## src/rtl/phase_seq_monitor.sv

```systemverilog
// Qualifies the one-hot four-phase ring stream: lock detection, rotation counting,
// per-error pulses and a sticky fault after repeated sequence errors.
module phase_seq_monitor #(
  parameter int unsigned LOCK_CNT = 4,
  parameter int unsigned ERR_MAX  = 3,
  parameter int unsigned CYC_W    = 8
) (
  input  logic             clk,
  input  logic             clr,
  input  logic [3:0]       phase_in,
  input  logic             ack_fault,
  output logic             locked,
  output logic             err_pulse,
  output logic             fault,
  output logic [3:0]       err_count,
  output logic [CYC_W-1:0] cycle_cnt
);

  typedef enum logic [1:0] {StHunt, StAcq, StLock, StFault} state_e;

  localparam logic [3:0]       LockLast = 4'(LOCK_CNT - 1);
  localparam logic [3:0]       ErrLimit = 4'(ERR_MAX);
  localparam logic [CYC_W-1:0] CycMax   = {CYC_W{1'b1}};

  state_e           state_q, state_d;
  logic [3:0]       q_q, p_q;
  logic [3:0]       good_q, good_d;
  logic [3:0]       err_q, err_d;
  logic [CYC_W-1:0] cyc_q, cyc_d;
  logic             pulse_q, pulse_d;
  logic             step_ok;

  // q holds the newest word, p the one before it; a legal step rotates right by one.
  assign step_ok = $onehot(p_q) && $onehot(q_q) && (q_q == {p_q[0], p_q[3:1]});

  always_comb begin
    state_d = state_q;
    good_d  = good_q;
    err_d   = err_q;
    cyc_d   = cyc_q;
    pulse_d = 1'b0;
    unique case (state_q)
      StHunt: begin
        if ($onehot(q_q)) begin
          state_d = StAcq;
          good_d  = 4'd0;
        end
      end
      StAcq: begin
        if (!step_ok) begin
          state_d = StHunt;
          good_d  = 4'd0;
        end else if (good_q == LockLast) begin
          state_d = StLock;
          good_d  = 4'd0;
        end else begin
          good_d = good_q + 4'd1;
        end
      end
      StLock: begin
        if (step_ok) begin
          if (q_q == 4'b0001 && cyc_q != CycMax) begin
            cyc_d = cyc_q + 1'b1;
          end
        end else begin
          pulse_d = 1'b1;
          err_d   = err_q + 4'd1;
          state_d = (err_d == ErrLimit) ? StFault : StHunt;
        end
      end
      StFault: begin
        if (ack_fault) begin
          state_d = StHunt;
          err_d   = 4'd0;
        end
      end
      default: state_d = StHunt;
    endcase
  end

  always_ff @(posedge clk or negedge clr) begin
    if (!clr) begin
      state_q <= StHunt;
      q_q     <= 4'd0;
      p_q     <= 4'd0;
      good_q  <= 4'd0;
      err_q   <= 4'd0;
      cyc_q   <= '0;
      pulse_q <= 1'b0;
    end else begin
      state_q <= state_d;
      q_q     <= phase_in;
      p_q     <= q_q;
      good_q  <= good_d;
      err_q   <= err_d;
      cyc_q   <= cyc_d;
      pulse_q <= pulse_d;
    end
  end

  assign locked    = (state_q == StLock);
  assign fault     = (state_q == StFault);
  assign err_pulse = pulse_q;
  assign err_count = err_q;
  assign cycle_cnt = cyc_q;

endmodule

```

## config.mk

```make
export PLATFORM = sky130hd
export DESIGN_NAME = phase_seq_monitor
export DESIGN_NICKNAME = d
export VERILOG_FILES = /design/src/rtl/phase_seq_monitor.sv
export SDC_FILE = /design/constraint.sdc
export NUM_CORES = 1
export LEC_CHECK = 0
export BUFFER_PORTS_ARGS = -buffer_cell sky130_fd_sc_hd__buf_2
export CAP_MARGIN = 20
export CELL_PAD_IN_SITES_DETAIL_PLACEMENT = 0
export CELL_PAD_IN_SITES_GLOBAL_PLACEMENT = 2
export CORE_ASPECT_RATIO = 0.6
export CORE_MARGIN = 1.5
export CORE_UTILIZATION = 30
export DETAILED_ROUTE_END_ITERATION = 8
export PLACE_DENSITY_LB_ADDON = 0.1
export SLEW_MARGIN = 30
export SYNTH_ARGS = -nofsm -noshare
export SYNTH_HDL_FRONTEND = slang
export SYNTH_SLANG_ARGS = --single-unit
```

## constraint.sdc

```tcl
create_clock -name clk -period 4.35 [get_ports clk]
set_input_delay 0.6525 -clock clk [delete_from_list [all_inputs] [get_ports clk]]
set_output_delay 0.6525 -clock clk [all_outputs]
set_load 0.005 [all_outputs]
```

==> results of run 1 <==
[flip-flops by register name, summed over array words and instances (netlist names)]
register	count
good_q	4
state_q	2
err_count	4
q_q	4
err_pulse	1
cycle_cnt	8
p_q	4
[cell families (layout without fill, tap and decap cells)]
group,after synthesis,after routing,synth area share (%)
adders and majority gates,11,11,10.2
muxes,2,2,1.76
xor gates and xnor gates,13,13,8.11
and+or+nand+nor,49,49,18.8
DFF,27,27,45.2
buffers and inverters,19,40,6.44
AOI/OAI and AO/OA,20,20,9.53
[worst register-to-register path: cells and delay by family, from the launching register on]
kind	cells	cell delay, ps
and+or+nand+nor	4	1380
adders and majority gates	3	970
DFF	1	410
muxes	1	330
buffers and inverters	2	120
[report_power, final]
part           switching [mW]  total [mW]  internal (mW)
registers              0.0472       0.326          0.279
logic                   0.103       0.193         0.0901
clock network          0.0800       0.144         0.0642
total                   0.230       0.664          0.434
[path summary, 6_finish.rpt]
check                                       from  depth (start not counted)                       end
worst max-delay path            q_q[0]$_DFF_PN0_                         10  cycle_cnt[1]$_DFFE_PN0P_
worst min-delay path                         clr                          1          q_q[2]$_DFF_PN0_
worst max register to register  q_q[0]$_DFF_PN0_                         10  cycle_cnt[1]$_DFFE_PN0P_
worst min register to register  q_q[1]$_DFF_PN0_                          0          p_q[1]$_DFF_PN0_
max in group asynchronous                    clr                          1  err_count[3]$_DFFE_PN0P_
min in group clk                q_q[1]$_DFF_PN0_                          0          p_q[1]$_DFF_PN0_
[metal layers]
layer	global-route usage, %	vias to the layer above	share of wire (%)
met1	20.5	517	57
met3	3.81	2	3.6
met4	2.56	0	0.89
li1	-	527	-
met5	0	-	0
met2	17.2	17	38
[cell usage after synthesis (all sizes together)]
| library cell | n | area, um^2 |
|---|---|---|
| a21o | 2 | 16.3 |
| nor4b | 3 | 41.3 |
| a32oi | 1 | 8.76 |
| o311ai | 1 | 8.76 |
| a21oi | 3 | 15.0 |
| o211ai | 1 | 7.51 |
| xor2 | 5 | 43.8 |
| nand3b | 1 | 7.51 |
| ha | 9 | 113 |
| nor2 | 12 | 45.0 |
| and3 | 5 | 31.3 |
| buf | 3 | 36.3 |
| o21bai | 1 | 7.51 |
| o31ai | 2 | 15.0 |
| a211oi | 1 | 7.51 |
| a22o | 1 | 8.76 |
| clkbuf | 1 | 3.75 |
| or3b | 1 | 11.3 |
| nand2b | 1 | 6.26 |
| a31oi | 1 | 6.26 |
| nor3b | 2 | 15.0 |
| a221o | 1 | 11.3 |
| xnor2 | 8 | 77.6 |
| o21a | 1 | 7.51 |
| nand3 | 8 | 40.0 |
| nand2 | 8 | 32.5 |
| nand4 | 3 | 25.0 |
| inv | 15 | 56.3 |
| fa | 2 | 40.0 |
| o21ai | 3 | 15.0 |
| and2 | 1 | 6.26 |
| nor3 | 4 | 20.0 |
| mux2 | 2 | 26.3 |
| dfrtp | 27 | 676 |
| a22oi | 1 | 7.51 |
[layout make-up]
type | instances | area, um^2 | share of cell area, %
Multi-Input combinational cell | 95 | 724 | 43.0
Sequential cell | 27 | 676 | 40.1
Timing Repair Buffer | 21 | 105 | 6.23
Tap cell | 63 | 78.8 | 4.67
Inverter | 15 | 56.3 | 3.34
Clock buffer | 3 | 41.3 | 2.45
Clock inverter | 1 | 5.00 | 0.297
==> flow_summary.yaml, run 1 <==
outcome:
  status: "finished, final reports clean"
clocking:
  cts_tree: "built"
  clockBufferDepth: 2
  cts.clk_slew.worst_paths_ps: 100
  insertion_delay_ps: 270
  post_cts_buffers: 0
  cts_resized: 0
  cts_sinks: 27
  cts_root_buf: "clkbuf_8"
  htreeDepth: 1
  ctsHoldBuffers: 0
  cts_buffers: 3
power_and_ir_drop:
  vdd_drop_max_mv: 0.125
  powerDensity_nw_per_um2: 394
  finalPower_uw: 664
  power.leakage_nw: 0.847
floorplanning:
  core-area_um2: 4680
  dieArea_um2: 5430
  chipHeight_um: 57.7
  start_util_pct: 32.0
  io_pins: 22
  num_rows: 19
  die_w_um: 94.2
placed_design:
  place_area_um2: 1640
  globalplace.congestion: 0.737
  portBuffers: 21
  place_ws_ps: 996
  hpwl_um: 2320
  placedCellCount: 221
synth:
  synth.distinct_cells: 43
  postSynthCellCount: 141
  postSynthAreaPerCell_um2: 10.6
  ys_seq_elements: 27
  ys_seq_area_share_pct: 45.2
  synth_nets: 159
  netlist_area_um2: 1500
  synth-warning-count: 0
routing:
  drt-total-wl_um: 3020
  drc_errors: 0
  drt_iter0_markers: 52
  ant_nets: 0
  drt-wirelength-per-cell_um: 13.4
  viasPerCell: 4.72
  num_vias: 1063
  drt_first_pass_iters: 4
sta:
  hold_violations: 0
  relSlewSlack_pct: 58.2
  period_minus_slack_ps: 3320
  fin_setup_tns_ps: 0
  min_period_over_period_pct: 76.3
  final_max_slew_viol_count: 0
  rsz0062_at_grt: "false"
  setup_viol: 0
  tightest_slew_ps: 627
  skew_ps: 7.18
  holdWs_ps: 383
  fmax_mhz: 301
  fin_ws_ps: 1030
global_route:
  grt_remaining_overflow: 0
  track_usage_pct: 12.9
  first_global_vias: 1029
  grt_pass1_wl_um: 5220
  grt_max_degree: 28
  antenna_found_initial: 0
layout:
  n_antenna_cell: 0
  drive_gt1_share_pct: 21.0
  postLayoutCoreUtil_pct: 36.0
  syn2layout_area_growth_pct: 12.7
  nets: 181
  stdcell_count: 225
  fin_area_um2: 1690
  fill_cells: 486
  final_common_cell: "dfrtp_1"
  layout_common_cells: "27 x dfrtp_1, 21 x buf_2, 15 x inv_1"
worst_setup_path:
  path_cells: "inv_1, fa_1, inv_1, ha_1, ha_1, or3b_4, nor4b_4, and3_1, nand2_2, mux2_4"
  cp.arrival_ps: 3490
  slowest_stage: "and3_1"
  cp_top_family: "simple AND/OR/NAND/NOR gates"
  path_buf_inv: 2
  worst_setup_path_start_kind: "register"
  end_kind: "register"
  cp.required_ps: 4520
  path_max_fanout: 16
  path_class: "reg -> reg"
  rrSetupSlack_ps: 1030
  critPathMaxStageDelay_ps: 560
job:
  drv_cap: 0
worst_hold_path:
  hold_path.class: "in -> async"
Power figures use the tool's default switching activity.
==> run 2, diff against run 1 <==
==> constraint.sdc (replaced) <==
create_clock -name clk -period 2.7 [get_ports clk]
set_input_delay 0.405 -clock clk [delete_from_list [all_inputs] [get_ports clk]]
set_output_delay 0.405 -clock clk [all_outputs]
set_load 0.005 [all_outputs]
==> run 2 against run 1 <==
The flow now finishes with violations (setup timing). Worst setup slack lost 1100 ps. Largest power group unchanged. Combinational power grew 87%. Clock skew shrank 2.9 ps.
==> flow_summary.yaml, run 2 (same netlist as run 1, synthesis figures left out) <==
sta:
  tightest_slew_ps: 676
  hold_violations: 0
  period_minus_slack_ps: 2780
  relSlewSlack_pct: 54.7
  min_period_over_period_pct: 103
  final_max_slew_viol_count: 0
  fmax_mhz: 360
  rsz0062_at_grt: "true"
  fin_ws_ps: -77.5
  skew_ps: 4.26
  setup_viol: 13
placed_design:
  portBuffers: 21
  globalplace.congestion: 0.740
  placedCellCount: 232
  hpwl_um: 2550
power_and_ir_drop:
  seqPwrFrac_pct: 46.3
  power.leakage_nw: 0.945
  clockPowerShare_pct: 20.9
  p_sw_uw: 377
  powerDensity_nw_per_um2: 583
  vdd_drop_max_mv: 0.231
  p_sw_share_pct: 34.3
  intPower_uw: 723
  pwr-share-comb_pct: 32.8
layout:
  stdcell_count: 240
  postLayoutCoreUtil_pct: 40.3
  n_antenna_cell: 0
  largest_reg_flops: 8
  syn2layout_area_growth_pct: 26.2
  final_common_cell: "dfrtp_1"
  layout_common_cells: "27 x dfrtp_1, 21 x buf_2, 14 x inv_1"
  fill_cells: 462
  multi_input_comb_area_um2: 791
  drive_gt1_share_pct: 33.3
  seq_area_um2: 676
  nets: 196
worst_setup_path:
  path_class: "reg -> reg"
  r2r-start: "q_q[0]$_DFF_PN0_"
  worst_setup_path_start_kind: "register"
  r2r_cells: 10
  startpoint: "q_q[0]$_DFF_PN0_"
  end_kind: "register"
  cp.arrival_ps: 2940
  path_max_fanout: 6
  rrSetupSlack_ps: -80
  slowest_stage: "fa_1"
  critPathMaxStageDelay_ps: 520
  cp.required_ps: 2860
  reg2reg_to: "cycle_cnt[1]$_DFFE_PN0P_"
  path_cells: "inv_2, fa_1, inv_1, ha_2, ha_4, or3b_4, nor4b_4, and3_4, nand2_4, mux2_4"
global_route:
  antenna_found_initial: 0
  grt_remaining_overflow: 0
  first_global_vias: 1088
  grt_pass1_wl_um: 5580
  track_usage_pct: 13.7
  grt_max_degree: 28
routing:
  drt-wirelength-per-cell_um: 13.9
  num_vias: 1135
  drt_iter0_markers: 18
  drc_errors: 0
  drt-total-wl_um: 3330
  drt_first_pass_iters: 4
  ant_nets: 0
  viasPerCell: 4.73
clocking:
  cts_root_buf: "clkbuf_8"
  cts_tree: "built"
  htreeDepth: 1
  ctsHoldBuffers: 0
  cts_sinks: 27
  cts.clk_slew.worst_paths_ps: 90
  cts_buffers: 3
  clockBufferDepth: 2
  insertion_delay_ps: 270
floorplanning:
  io_pins: 22
  dieArea_um2: 5430
  core-area_um2: 4680
  die_w_um: 94.2
  num_rows: 19
  start_util_pct: 32.0
  chipHeight_um: 57.7
job:
  drv_cap: 0
outcome:
  status: "complete, but fails checks"
  violations: "setup timing"
worst_hold_path:
  hold_path.class: "in -> async"
run 2: what timing repair did:
item / 4_1_cts / 5_1_grt
gates resized for setup: 7 / 7
pin swaps: 8 / 8
endpoints found under the setup margin: 17 / 19
gates cloned: 0 / 0
setup buffers: 4 / 1
run 2: critical path, delay by kind of cell (launching register included):
| kind | cells | cell delay [ps] |
|---|---|---|
| adder cells (fa/ha/maj) | 3 | 890 |
| buffers and inverters | 2 | 90 |
| flip-flops | 1 | 360 |
| multiplexers | 1 | 310 |
| AND/OR/NAND/NOR | 4 | 1000 |
run 2: final cells by class:
class                   count  share of cell area (%)
clock buffers               4                    2.39
multi-input cells          95                    41.9
repair buffers             36                    12.8
flip-flops and latches     27                    35.8
well taps                  63                    4.17
inverters                  15                    2.98
run 2: worst max-delay path by stage:
stage,end,cells after the start
floorplan,cycle_cnt[1]$_DFFE_PN0P_,11
global placement,cycle_cnt[1]$_DFFE_PN0P_,11
detailed placement,cycle_cnt[1]$_DFFE_PN0P_,11
CTS,err_count[0]$_DFFE_PN0P_,10
global route,good_q[2]$_DFFE_PN0P_,11
finish,cycle_cnt[1]$_DFFE_PN0P_,10
run 2: layer usage:
metal / track usage [%] / wire length (um)
met4: 1.92 / 16
met2: 20.6 / 1420
met1: 20.3 / 1760
met5: 0 / 0
met3: 3.67 / 134
run 2: power groups by stage:
stage	Sequential, mW	Combinational [mW]	Clock (mW)
6_report	0.510	0.361	0.230
5_1_grt	0.519	0.416	0.261
2_1_floorplan	0.495	0.246	0
4_1_cts	0.510	0.368	0.249
3_3_place_gp	0.516	0.357	0
3_5_place_dp	0.517	0.359	0
run 2: stage by stage:
step	hold slack (ps)	setup WS (ps)	area, um^2	setup TNS, ps	power (mW)
after floorplan	109	-113	1520	-553	0.740
after global placement	459	-108	1770	-630	0.873
after detailed placement	471	-174	1770	-1280	0.877
after CTS	163	-147	1850	-1840	1.13
after global routing	195	-216	1890	-3130	1.20
final	150	-77.5	1890	-594	1.10
